**src/rtl/tl_sensor_queue.sv**
```systemverilog
// tl_sensor_queue: sensor-side traffic model for the left-turn light controller.
// Four identical lanes (A straight, A left, B straight, B left) each keep a
// car count and a departure timer. Cars leave only while their lane's light
// allows it. Occupancy flags, sticky overflow flags and a sticky
// conflicting-lights flag are reported back to the controller.
// Lane index order everywhere: 0 = a, 1 = al, 2 = b, 3 = bl.
module tl_sensor_queue #(
    parameter int CW        = 4,
    parameter int START_DLY = 1,
    parameter int DRAIN_DIV = 2
) (
    input  logic          clk,
    input  logic          reset_n,
    input  logic          arr_a,
    input  logic          arr_al,
    input  logic          arr_b,
    input  logic          arr_bl,
    input  logic [1:0]    La,
    input  logic [1:0]    Lb,
    output logic          Ta,
    output logic          Tal,
    output logic          Tb,
    output logic          Tbl,
    output logic [CW-1:0] cnt_a,
    output logic [CW-1:0] cnt_al,
    output logic [CW-1:0] cnt_b,
    output logic [CW-1:0] cnt_bl,
    output logic [3:0]    ovf,
    output logic          conflict
);

    // The timer must hold both the start delay and the inter-departure reload.
    localparam int TMAX = (START_DLY > (DRAIN_DIV - 1)) ? START_DLY : (DRAIN_DIV - 1);
    localparam int TW   = (TMAX < 2) ? 1 : $clog2(TMAX + 1);

    localparam logic [TW-1:0] TMR_START  = TW'(START_DLY);
    localparam logic [TW-1:0] TMR_RELOAD = TW'(DRAIN_DIV - 1);
    localparam logic [TW-1:0] TMR_ZERO   = '0;
    localparam logic [TW-1:0] TMR_ONE    = TW'(1);
    localparam logic [CW-1:0] CNT_ZERO   = '0;
    localparam logic [CW-1:0] CNT_ONE    = CW'(1);
    localparam logic [CW-1:0] CNT_MAX    = '1;

    localparam logic [1:0] LIGHT_GREEN  = 2'b00;
    localparam logic [1:0] LIGHT_RED    = 2'b10;
    localparam logic [1:0] LIGHT_LEFT   = 2'b11;

    logic [3:0]           arr;
    logic [3:0]           dep;
    logic [3:0]           en_d,  en_q;
    logic [3:0][TW-1:0]   tmr_d, tmr_q;
    logic [3:0][CW-1:0]   cnt_d, cnt_q;
    logic [3:0]           ovf_d, ovf_q;
    logic                 conflict_d, conflict_q;

    assign arr = {arr_bl, arr_b, arr_al, arr_a};

    // Next-state logic: the sampled light enables the lane one cycle later, so
    // the first car leaves START_DLY+1 edges after the green is sampled.
    always_comb begin
        en_d       = {(Lb == LIGHT_LEFT), (Lb == LIGHT_GREEN),
                      (La == LIGHT_LEFT), (La == LIGHT_GREEN)};
        dep        = '0;
        tmr_d      = tmr_q;
        cnt_d      = cnt_q;
        ovf_d      = ovf_q;
        conflict_d = conflict_q | ((La != LIGHT_RED) && (Lb != LIGHT_RED));

        for (int i = 0; i < 4; i++) begin
            dep[i] = en_q[i] && (tmr_q[i] == TMR_ZERO) && (cnt_q[i] != CNT_ZERO);

            if (!en_q[i]) begin
                tmr_d[i] = TMR_START;
            end else if (tmr_q[i] != TMR_ZERO) begin
                tmr_d[i] = tmr_q[i] - TMR_ONE;
            end else if (dep[i]) begin
                tmr_d[i] = TMR_RELOAD;
            end else begin
                tmr_d[i] = TMR_ZERO;
            end

            if (arr[i] && !dep[i]) begin
                if (cnt_q[i] == CNT_MAX) begin
                    ovf_d[i] = 1'b1;
                end else begin
                    cnt_d[i] = cnt_q[i] + CNT_ONE;
                end
            end else if (dep[i] && !arr[i]) begin
                cnt_d[i] = cnt_q[i] - CNT_ONE;
            end
        end
    end

    // State registers; reset empties every queue immediately.
    always_ff @(posedge clk or negedge reset_n) begin
        if (!reset_n) begin
            en_q       <= '0;
            tmr_q      <= {4{TMR_START}};
            cnt_q      <= '0;
            ovf_q      <= '0;
            conflict_q <= 1'b0;
        end else begin
            en_q       <= en_d;
            tmr_q      <= tmr_d;
            cnt_q      <= cnt_d;
            ovf_q      <= ovf_d;
            conflict_q <= conflict_d;
        end
    end

    assign cnt_a    = cnt_q[0];
    assign cnt_al   = cnt_q[1];
    assign cnt_b    = cnt_q[2];
    assign cnt_bl   = cnt_q[3];
    assign Ta       = (cnt_q[0] != CNT_ZERO);
    assign Tal      = (cnt_q[1] != CNT_ZERO);
    assign Tb       = (cnt_q[2] != CNT_ZERO);
    assign Tbl      = (cnt_q[3] != CNT_ZERO);
    assign ovf      = ovf_q;
    assign conflict = conflict_q;

endmodule

```
**config.mk**
```make
export PLATFORM = sky130hd
export DESIGN_NAME = tl_sensor_queue
export DESIGN_NICKNAME = d
export VERILOG_FILES = /design/src/rtl/tl_sensor_queue.sv
export SDC_FILE = /design/constraint.sdc
export NUM_CORES = 1
export LEC_CHECK = 0
export ABC_AREA = 1
export CAP_MARGIN = 20
export CORE_ASPECT_RATIO = 1.5
export CORE_MARGIN = 1
export CORE_UTILIZATION = 51
export CTS_CLUSTER_SIZE = 28
export DETAILED_ROUTE_END_ITERATION = 7
export GPL_ROUTABILITY_DRIVEN = 0
export MAX_ROUTING_LAYER = met4
export PLACE_DENSITY = 0.83
export SLEW_MARGIN = 20
export SYNTH_ARGS = -nofsm -noshare
export SYNTH_HDL_FRONTEND = slang
export SYNTH_SLANG_ARGS = --single-unit
```
**constraint.sdc**
```tcl
create_clock -name clk -period 2.2 [get_ports clk]
set_input_delay 0.66 -clock clk [delete_from_list [all_inputs] [get_ports clk]]
set_output_delay 0.66 -clock clk [all_outputs]
set_load 0.02 [all_outputs]
```
# Word-level counts from Yosys, hierarchy flattened
# Cells that the tools add are included.
[totals]
register_bits = 29
input_bits = 10
out_inout_bits = 25
elab_cells = 110
[op_classes]
n_addsub = 12
n_eq_ne = 12
muxes = 24
bitwise_logic = 5
reduce_logical = 43
[ops]
columns = ["cell", "count"]
rows = [
  ["4-bit two-way mux", 12],
  ["1-bit logical AND", 17],
  ["4-bit by 1-bit adder with 4-bit output (second input constant)", 4],
  ["4-bit equality test (second input constant)", 4],
  ["2-bit AND reduction", 8],
  ["4-bit nonzero test", 4],
  ["4-bit by 1-bit subtractor with 4-bit output (second input constant)", 4],
  ["1-bit two-way mux", 12],
  ["2-bit != test (second input constant)", 6],
  ["1-bit logical NOT", 8],
  ["2-bit nonzero test", 4],
  ["2-bit equality test (second input constant)", 2],
  ["2-bit logical NOT", 2],
  ["1-bit inverter", 4],
  ["1-bit subtractor (second input constant)", 4],
  ["1-bit bitwise OR", 1],
]

# Depth between registers and ports, before layout
[logic_depth]
word_depth = 7
ltp_mapped = 13
depth_no_buf = 13

# Worst setup path before layout
# Ideal clock, no wire load.
[synth_path]
kind = "register to register"
from = "register cnt_q (netlist bit cnt_al[0])"
to = "register cnt_q (netlist bit cnt_al[3])"
setup_ns = 0.117
arrival_ns = 1.840
required_time_ns = 2.083
setup_slack_ns = 0.243
path_stages_with_launch = 14
path_buffers = 0
synth_period_minus_slack_ns = 1.957
path_cell_list = "dfrtp_1 -> nor2_2 -> nand2_2 -> nand2_2 -> nand2_1 -> ha_1 -> nand2_1 -> nand2_1 -> nor2_1 -> inv_1 -> nand2_1 -> nand3_1 -> nand2_1 -> nand2_1"
[synth_between]
elab_chain_cells = 6
word_cells_on_any_way = 14
classes_between = "2 x add/sub; 2 x eq/ne; 3 x mux; 7 x reduce/logical"
[synth_lines]
columns = ["item", "line", "rtl"]
rows = [
  ["start, declared", "52", "logic [3:0][CW-1:0] cnt_d, cnt_q;"],
  ["start signal, assigned", "105", "cnt_q <= cnt_d;"],
  ["4-bit nonzero test *", "--", ""],
  ["named net Tal", "21", "output logic Tal,"],
  ["1-bit logical AND *", "70", "dep[i] = en_q[i] && (tmr_q[i] == TMR_ZERO) && (cnt_q[i] != CNT_ZERO);"],
  ["1-bit logical NOT", "82", "if (arr[i] && !dep[i]) begin"],
  ["1-bit logical AND", "82", ""],
  ["2-bit != test (no source line) or 2-bit nonzero test (tied branches)", "--", ""],
  ["2-bit AND reduction (no source line)", "--", ""],
]
# Mark *: on every way through the listed nets, which the timed path passes. The rest lies on a longest branch. The select of a mux whose other input is x is not followed.
# A chain may end at the register's enable or synchronous reset.

# Worst setup path after layout
[layout_path]
from = "register cnt_q (netlist bit cnt_a[1])"
to = "output cnt_a[1]"
[layout_rtl]
columns = ["item", "line", "rtl"]
rows = [
  ["end, declared", "24", "output logic [CW-1:0] cnt_a,"],
]
# No word-level cell between the ends.

==> results.json <==
{
  "vias": 1420,
  "min_period_ns": 2.06,
  "yosysTopAreaCell": "dfrtp_1",
  "seq_area_frac_synth_pct": 43.6,
  "rsz0062_at_grt": "no",
  "synth_area_um2": 1680,
  "vdd_ir_drop_max_uv": 833,
  "synth_top_area_share_pct": 37.3,
  "report.final.slew_viol_count": 0,
  "multi_input_area_um2": 851,
  "skew_ns": 0.00760,
  "gr-usage-all-layers_pct": 23.0,
  "r2r_cells": 13,
  "yosys-top-cells-area": "dfrtp_1 (37%), nand2_1 (9.6%), dfstp_2 (6.3%)",
  "clkSlewWorstSetupHoldPaths_ns": 0.06,
  "grt_pass1_vias": 1385,
  "area_delta_synth_final_pct": 37.2,
  "io_buffers": 34,
  "start_util_pct": 53.6,
  "grt_start_max_net_pins": 30,
  "cp.buffers_inverters": 1,
  "min_path_cells": 1,
  "wire_per_inst_um": 11.8,
  "critPathCaptureType": "primary output",
  "path_cells": "clkdlybuf4s50_1",
  "fillers": 247,
  "avgSynthCellArea_um2": 8.73,
  "seq_area_um2": 739,
  "die-width_um": 48.8,
  "finalHoldViolations": 0,
  "maxCapViolations": 0,
  "worstReg2RegEnd": "cnt_bl[3]",
  "relSlewSlack_pct": 76.1,
  "arrival_ns": 1.40,
  "setup_violations": 0,
  "insertion_delay_ns": 0.29,
  "ys_warn_count": 0,
  "viasPerCell": 4.91,
  "ys_seq_elements": 29,
  "netlist_instances": 192,
  "cts_buffers": 5,
  "num_rows": 25,
  "syn-num-nets": 214,
  "critPathMaxStageDelay_ns": 0.65,
  "drc_errors": 0,
  "cts_tree": "yes",
  "cp.required_ns": 1.54,
  "path_delay_family": "buffers and inverters",
  "htreeDepth": 2,
  "cts_setup_buffers": 0,
  "nets": 270,
  "fin_util_pct": 73.5,
  "dieHeight_um": 72.2,
  "grt.overflow.total": 0,
  "drive_gt1_share_pct": 21.7,
  "start_kind": "flop",
  "hold_end": "tmr_q[1]",
  "slowest_stage": "clkdlybuf4s50_1",
  "clk_root_buffer_cell": "clkbuf_8",
  "tightest_slew_ns": 0.359,
  "clock_path_buffers": 2,
  "io_pins": 35,
  "grt_pass1_wl_mm": 5.89,
  "r2r_start": "cnt_bl[3]",
  "wl_mm": 3.41,
  "status": "finished clean",
  "worst_hold_path_type": "flop to flop",
  "fin_hold_ws_ns": 0.390,
  "hpwl_mm": 2.52,
  "power_leakage_nw": 1.11,
  "r2r_setup_slack_ns": 0.27,
  "fmax_ghz": 0.484,
  "hp-start": "en_q[1]",
  "cts_hold_buf": 0,
  "path_class": "flop to primary output",
  "clock_sinks": 29,
  "fin_crit_sh_pct": 93.8,
  "critPathMaxFanout": 6,
  "antenna_left": 0,
  "layout_commonest_cell": "nand2_1",
  "p_per_area_nw_per_um2": 1360,
  "yosysUniqueCellTypes": 19,
  "layout_common_cells": "nand2_1 (43), clkdlybuf4s50_1 (30), inv_1 (25)",
  "antenna_found_initial": 0,
  "fp.dieArea_um2": 3520,
  "drt_pass1_iterations": 4,
  "insertedDiodeCount": 0,
  "core_um2": 3130,
  "first_iter_violations": 48
}
==> synth_stat cells, drive strengths merged <==
cell type	n
xor2	4
nand3b	4
nand4	8
o21bai	4
nand2	55
dfstp	4
dfrtp	25
inv	25
fa	4
xnor2	4
a21oi	4
nand3	16
nor2	26
o22ai	1
ha	8
==> layer usage <==
layer | routed length (µm) | track usage, % | up-vias
met5 | 0 | - | -
met4 | 72 | 12.7 | 0
met3 | 122 | 6.08 | 5
met2 | 1770 | 37.5 | 34
met1 | 1440 | 25.5 | 655
li1 | - | - | 726
==> worst max-delay path by stage <==
stage               slack (ns)  depth (start not counted)         to  startpoint
detailed placement       -0.07                         11   cnt_b[3]       arr_b
global route              0.03                         11   cnt_b[3]       arr_b
floorplan                 0.24                         13  cnt_al[3]   cnt_al[0]
finish                    0.14                          1   cnt_a[1]    cnt_a[1]
CTS                       0.01                          3        Tal   cnt_al[3]
global placement         -0.06                         11   cnt_b[3]       arr_b
==> final cells by class <==
cell class	count	share of cell area [%]
repair buffers	49	20.1
well taps	40	2.18
clock buffers	7	4.19
inverters	25	4.08
multi-input cells	138	37.0
flip-flops and latches	29	32.2
clock inverters	1	0.218
==> cells by family after synthesis <==
group	count (synthesis)	synth area share [%]
buffers and inverters	25	5.60
xor gates and xnor gates	8	4.18
and+or+nand+nor	109	32.5
DFF	29	43.6
AOI/OAI and AO/OA	9	3.36
adders and majority gates	12	10.8
==> stage by stage <==
| step | power [W] | setup slack (ns) | TNS, ns | area (µm²) | cells |
|---|---|---|---|---|---|
| finish | 0.00313 | 0.136 | 0 | 2300 | 289 |
| global route | 0.00337 | 0.0280 | 0 | 2300 | 289 |
| CTS | 0.00316 | 0.0104 | 0 | 2290 | 289 |
| detailed placement | 0.00264 | -0.0741 | -0.231 | 2180 | 281 |
| global placement | 0.00258 | -0.0613 | -0.0952 | 2180 | 281 |
| floorplan | 0.00194 | 0.243 | 0 | 1680 | 192 |
==> what timing repair did <==
item,in CTS,in global routing
pin swaps,0,0
setup endpoints to repair,4,4
cloned,0,0
resized for setup,6,5
hold endpoints to repair,0,0
==> where the power goes <==
| group | total, W | internal, W | leakage (nW) | switching [W] |
|---|---|---|---|---|
| clock | 0.000488 | 0.000282 | 0.0542 | 0.000206 |
| sequential | 0.00104 | 0.000745 | 0.327 | 0.000290 |
| combinational | 0.00161 | 0.000791 | 0.730 | 0.000817 |
==> flip-flops by register name, indices dropped and copies added (netlist names) <==
| name | cells |
|---|---|
| cnt_bl | 4 |
| tmr_q | 4 |
| cnt_a | 4 |
| cnt_b | 4 |
| cnt_al | 4 |
| conflict | 1 |
| en_q | 4 |
| ovf | 4 |
(Power assumes the default switching activity.)
